## config.mk

```make
export PLATFORM = sky130hd
export DESIGN_NAME = uart_tx_frame
export DESIGN_NICKNAME = d
export VERILOG_FILES = /design/src/rtl/uart_pkg.sv /design/src/rtl/uart_tx_bit_timer.sv /design/src/rtl/uart_tx_frame.sv
export SDC_FILE = /design/constraint.sdc
export NUM_CORES = 1
export LEC_CHECK = 0
export ABC_AREA = 1
export CELL_PAD_IN_SITES_DETAIL_PLACEMENT = 1
export CELL_PAD_IN_SITES_GLOBAL_PLACEMENT = 1
export CORE_AREA = 3 3 73 75
export DETAILED_ROUTE_END_ITERATION = 10
export DIE_AREA = 0 0 76 78
export PLACE_DENSITY_LB_ADDON = 0.1
export SLEW_MARGIN = 20
export SYNTH_ARGS = -nofsm -noshare
export SYNTH_HDL_FRONTEND = slang
export SYNTH_SLANG_ARGS = --single-unit
```

## constraint.sdc

```tcl
create_clock -name clk -period 1.9 [get_ports clk]
set_input_delay 0.285 -clock clk [delete_from_list [all_inputs] [get_ports clk]]
set_output_delay 0.285 -clock clk [all_outputs]
set_load 0.03 [all_outputs]
```

## src/rtl/uart_pkg.sv

```systemverilog
// Shared UART definitions: FSM state encoding, parity polarity and parity helper.
// Used by both the transmit and receive paths.
package uart_pkg;

    localparam int unsigned STATE_WIDTH = 3;

    localparam logic [STATE_WIDTH-1:0] ST_IDLE   = 3'd0;
    localparam logic [STATE_WIDTH-1:0] ST_START  = 3'd1;
    localparam logic [STATE_WIDTH-1:0] ST_DATA   = 3'd2;
    localparam logic [STATE_WIDTH-1:0] ST_PARITY = 3'd3;
    localparam logic [STATE_WIDTH-1:0] ST_STOP   = 3'd4;

    localparam logic PAR_EVEN = 1'b0;
    localparam logic PAR_ODD  = 1'b1;

    // data_xor is the XOR reduction of the payload
    function automatic logic parity_bit(input logic data_xor, input logic par_typ);
        return (par_typ == PAR_ODD) ? ~data_xor : data_xor;
    endfunction

endpackage

```

## src/rtl/uart_tx_bit_timer.sv

```systemverilog
// Bit timebase: counts clk edges and pulses bit_done_c on the last clock of each bit.
// prescale=0 wraps to 2^PRESCALE_WIDTH clocks per bit.
module uart_tx_bit_timer #(
    parameter int unsigned PRESCALE_WIDTH = 6
) (
    input  logic                      clk,
    input  logic                      rst,
    input  logic                      start,
    input  logic                      en,
    input  logic [PRESCALE_WIDTH-1:0] prescale,
    output logic                      bit_done_c
);

    logic [PRESCALE_WIDTH-1:0] edge_cnt;
    logic [PRESCALE_WIDTH-1:0] last_cnt_c;

    assign last_cnt_c = prescale - PRESCALE_WIDTH'(1);
    assign bit_done_c = en && (edge_cnt == last_cnt_c);

    always_ff @(posedge clk or negedge rst) begin
        if (!rst) begin
            edge_cnt <= '0;
        end else if (start) begin
            edge_cnt <= '0;
        end else if (en) begin
            edge_cnt <= bit_done_c ? '0 : edge_cnt + PRESCALE_WIDTH'(1);
        end
    end

endmodule

```

## src/rtl/uart_tx_frame.sv

```systemverilog
// UART transmitter: start bit, DATA_WIDTH bits LSB-first, optional parity, stop bit(s).
// Optional feature macro: UART_TX_STOP2_EN adds the stop2 input (two stop bits).
module uart_tx_frame
    import uart_pkg::*;
#(
    parameter int unsigned DATA_WIDTH     = 8,
    parameter int unsigned PRESCALE_WIDTH = 6
) (
    input  logic                      clk,
    input  logic                      rst,
    input  logic [DATA_WIDTH-1:0]     p_data,
    input  logic                      data_valid,
    input  logic                      par_en,
    input  logic                      par_typ,
    input  logic [PRESCALE_WIDTH-1:0] prescale,
`ifdef UART_TX_STOP2_EN
    input  logic                      stop2,
`endif
    output logic                      tx_out,
    output logic                      busy
);

    localparam int unsigned BIT_CNT_WIDTH = (DATA_WIDTH > 1) ? $clog2(DATA_WIDTH) : 1;
    localparam logic [BIT_CNT_WIDTH-1:0] LAST_BIT = BIT_CNT_WIDTH'(DATA_WIDTH - 1);

    logic [STATE_WIDTH-1:0]    state, state_d;
    logic [BIT_CNT_WIDTH-1:0]  bit_cnt, bit_cnt_d;
    logic                      tx_d, busy_d;
    logic [DATA_WIDTH-1:0]     data_q;
    logic                      par_en_q, par_typ_q;
    logic [PRESCALE_WIDTH-1:0] prescale_q;
    logic                      accept_c, bit_done_c, last_stop_c;

    assign accept_c = data_valid && !busy;

`ifdef UART_TX_STOP2_EN
    logic stop2_q;
    assign last_stop_c = !stop2_q || (bit_cnt != '0);
`else
    assign last_stop_c = 1'b1;
`endif

    uart_tx_bit_timer #(
        .PRESCALE_WIDTH(PRESCALE_WIDTH)
    ) u_bit_timer (
        .clk       (clk),
        .rst       (rst),
        .start     (accept_c),
        .en        (busy),
        .prescale  (prescale_q),
        .bit_done_c(bit_done_c)
    );

    // Frame configuration is frozen at acceptance
    always_ff @(posedge clk or negedge rst) begin
        if (!rst) begin
            data_q     <= '0;
            par_en_q   <= 1'b0;
            par_typ_q  <= PAR_EVEN;
            prescale_q <= '0;
`ifdef UART_TX_STOP2_EN
            stop2_q    <= 1'b0;
`endif
        end else if (accept_c) begin
            data_q     <= p_data;
            par_en_q   <= par_en;
            par_typ_q  <= par_typ;
            prescale_q <= prescale;
`ifdef UART_TX_STOP2_EN
            stop2_q    <= stop2;
`endif
        end
    end

    always_ff @(posedge clk or negedge rst) begin
        if (!rst) begin
            state   <= ST_IDLE;
            bit_cnt <= '0;
            tx_out  <= 1'b1;
            busy    <= 1'b0;
        end else begin
            state   <= state_d;
            bit_cnt <= bit_cnt_d;
            tx_out  <= tx_d;
            busy    <= busy_d;
        end
    end

    // Next state plus the next values of the registered line outputs
    always_comb begin
        state_d   = state;
        bit_cnt_d = bit_cnt;
        tx_d      = tx_out;
        busy_d    = busy;
        case (state)
            ST_IDLE: begin
                if (accept_c) begin
                    state_d   = ST_START;
                    bit_cnt_d = '0;
                    tx_d      = 1'b0;
                    busy_d    = 1'b1;
                end
            end
            ST_START: begin
                if (bit_done_c) begin
                    state_d   = ST_DATA;
                    bit_cnt_d = '0;
                    tx_d      = data_q[0];
                end
            end
            ST_DATA: begin
                if (bit_done_c) begin
                    if (bit_cnt == LAST_BIT) begin
                        bit_cnt_d = '0;
                        if (par_en_q) begin
                            state_d = ST_PARITY;
                            tx_d    = parity_bit(^data_q, par_typ_q);
                        end else begin
                            state_d = ST_STOP;
                            tx_d    = 1'b1;
                        end
                    end else begin
                        bit_cnt_d = bit_cnt + BIT_CNT_WIDTH'(1);
                        tx_d      = data_q[bit_cnt_d];
                    end
                end
            end
            ST_PARITY: begin
                if (bit_done_c) begin
                    state_d   = ST_STOP;
                    bit_cnt_d = '0;
                    tx_d      = 1'b1;
                end
            end
            ST_STOP: begin
                if (bit_done_c) begin
                    if (last_stop_c) begin
                        state_d   = ST_IDLE;
                        bit_cnt_d = '0;
                        busy_d    = 1'b0;
                    end else begin
                        bit_cnt_d = BIT_CNT_WIDTH'(1);
                    end
                    tx_d = 1'b1;
                end
            end
            default: begin
                state_d   = ST_IDLE;
                bit_cnt_d = '0;
                tx_d      = 1'b1;
                busy_d    = 1'b0;
            end
        endcase
    end

endmodule
```

==> flow_metrics.tcl <==
set metrics [dict create \
    clk_latency_ns 0.29 \
    syn_avg_cell_area_um2 7.09 \
    max_stage_delay_ns 0.73 \
    grtUsageTotal 0.179 \
    fp.dieH_um 78 \
    fin_crit_sh 0.953 \
    yosysSeqAreaShare 0.405 \
    cp_max_fo 7 \
    finalWirelength_um 4640 \
    place_congestion 0.809 \
    final_layout_size_suffix_gt1_frac 0.151 \
    power.density_nw_per_um2 658 \
    crit_family "buffers and inverters" \
    required_ns 1.62 \
    postSynthCellCount 262 \
    core_um2 4720 \
    setup_viol 0 \
    rows 25 \
    tightest_slew_ns 0.407 \
    critPathArrivalTime_ns 1.52 \
    cts_max_path_buffers 2 \
    comb_power_share 0.166 \
    antenna_found_initial 0 \
    regArea_um2 753 \
    p_int_mw 1.07 \
    hold_viol_final 0 \
    hp-class "in -> async" \
    cts_made_buffers 5 \
    status "finished, final reports clean" \
    clock_skew_ns 0.00521 \
    dr.pass1.iters 4 \
    cts_tree "built" \
    fmax_ghz 0.553 \
    vdd_drop_max_uv 325 \
    die_x_um 76 \
    finalPower_mw 1.49 \
    fin_util 0.479 \
    initial_utilization 0.393 \
    via_per_inst 4.76 \
    r2r-start "prescale_q[0]$_DFFE_PN0P_" \
    critPathKind "reg -> out" \
    initialDrtViolationCount 55 \
    endpoint_kind "output port" \
    clkTransAtPathRegs_ns 0.06 \
    nNetsFinal 313 \
    h-tree-depth 2 \
    grt_remaining_overflow 0 \
    synthToLayoutAreaGrowth_pct 21.8 \
    synthesis.area_um2 1860 \
    power_frac_seq 0.471 \
    synth_cell_type_count 29 \
    maxCapViolCount 0 \
    slew_headroom 0.729 \
    grt_setup_unrepaired "false" \
    pin_count 21 \
    drc 0 \
    p_clk_frac 0.363 \
    grt_max_degree 31 \
    dieArea_um2 5930 \
    num_vias 1704 \
    cp-start-kind "register" \
    power_switching_mw 0.419 \
    multi_input_area_um2 951 \
    cts_sinks 30 \
    grt_pass1_vias 1830 \
    switching_share 0.282 \
    clockRootBuffer "clkbuf_8" \
    crit_buf_inv 1 \
    drtAntennaViolNets 0 \
    ys_seq_elements 30 \
    wl_per_cell_um 13.0 \
    synth_fp_nets 285 \
    ctsHoldBuffers 0 \
    ys_warn_count 0 \
    fin_setup_tns_ns 0 \
    leakage_nw 1.10 \
    slew_violations 0 \
    num-fill-cells 612 \
    diodes 0 \
    grt_pass1_wl_um 8420 \
    path_cells "clkdlybuf4s50_1" \
    crit_start "busy$_DFFE_PN0P_" \
    io_buffers 20 \
    crit_path_top_delay_cell "clkdlybuf4s50_1" \
    hpwl_um 3560 \
    post-route-min-period_ns 1.81 \
]
## cell type report
cell class                 count  share of cell area
clock buffer                   7              0.0381
clock inverter                 1             0.00221
inverter                      39              0.0647
multi-input combinational    189               0.420
sequential                    30               0.333
tap                           67              0.0370
timing repair buffer          25               0.105
## path summary, 6_finish.rpt
path                                                  endpoint  slack (ns)  cells after the start
hold reg to reg                             tx_out$_DFFE_PN1P_        0.48                      2
setup reg to reg           u_bit_timer.edge_cnt[0]$_DFFE_PN0P_        0.13                      9
hold / removal                            par_en_q$_DFFE_PN0P_        0.39                      2
max in group asynchronous                   tx_out$_DFFE_PN1P_        1.19                      2
setup / recovery                                          busy        0.09                      1
min in group clk                            tx_out$_DFFE_PN1P_        0.48                      2
## Yosys cell counts (all sizes together)
cell type  number  share of area
nand2         104           0.22
inv            37          0.075
dfrtp          29           0.39
o21ai          25          0.073
nand3          17          0.055
nor2           13          0.037
a21oi           5          0.013
xor2            5          0.024
ha              4          0.027
nand4           4          0.013
o22ai           4          0.013
clkbuf          3         0.0061
clkinv          2         0.0040
nor3            2         0.0054
or2             2         0.0067
xnor2           2         0.0094
a31oi           1         0.0034
buf             1         0.0027
dfstp           1          0.014
nand3b          1         0.0040
## power groups by stage
stage	registers [mW]	clock network (mW)	logic, mW
5_1_grt	0.706	0.592	0.290
4_1_cts	0.703	0.569	0.246
3_3_place_gp	0.712	0	0.238
3_5_place_dp	0.714	0	0.244
6_report	0.701	0.540	0.247
2_1_floorplan	0.703	0	0.154
## metrics by stage
stage	cells	worst slack (ns)	instance area (um2)	hold WS [ns]
final	358	0.0902	2260	0.395
after global routing	358	0.00562	2260	0.433
after CTS	356	0.0611	2240	0.408
after detailed placement	348	0.112	2150	0.472
after global placement	348	0.194	2150	0.458
after floorplan	262	0.299	1860	-0.0106
## routing by layer
layer	GRT usage	share of wire	wire, um	vias up
met5	0	0	0	-
met4	0.0761	0.017	79	0
met3	0.0371	0.024	112	8
met2	0.316	0.51	2390	16
met1	0.211	0.44	2060	805
li1	-	-	-	875
## kinds of logic after synthesis
kind of cell	share of synthesized area
AND/OR/NAND/NOR	0.344
buffers and inverters	0.0875
AO/OA/AOI/OAI	0.104
flip-flops	0.405
XOR/XNOR	0.0330
adder cells (fa/ha/maj)	0.0269
## flip-flops by register name, summed over array words and instances (netlist names)
name and flops:
data_q 8, busy 1, state 3, par_typ_q 1
prescale_q 6, u_bit_timer.edge_cnt 6, bit_cnt 3, tx_out 1
par_en_q 1
## placed cells by master (no fill, tap or decap), types with 3 or more instances in the layout
cell type / count
nor2_1: 6
nand2_2: 4
o21ai_2: 3
inv_1: 28
ha_1: 3
buf_4: 5
nand3_1: 15
nor2_2: 6
a21oi_1: 5
clkdlybuf4s50_1: 20
o21ai_0: 21
dfrtp_1: 28
clkbuf_8: 6
o22ai_1: 4
inv_2: 9
nand2_1: 98
xor2_1: 5
nand4_1: 4
## repair_timing
item / CTS / global route
setup buffers: 0 / 2
setup endpoints to repair: 0 / 7
resized for setup: 0 / 4
## worst register-to-register path: cells and delay by family (launching register included)
kind,cells,cell delay [ns]
adders and majority gates,1,0.27
AOI/OAI and AO/OA,1,0.16
and+or+nand+nor,5,0.66
buffers and inverters,2,0.21
DFF,1,0.41
(Power assumes the default switching activity.)
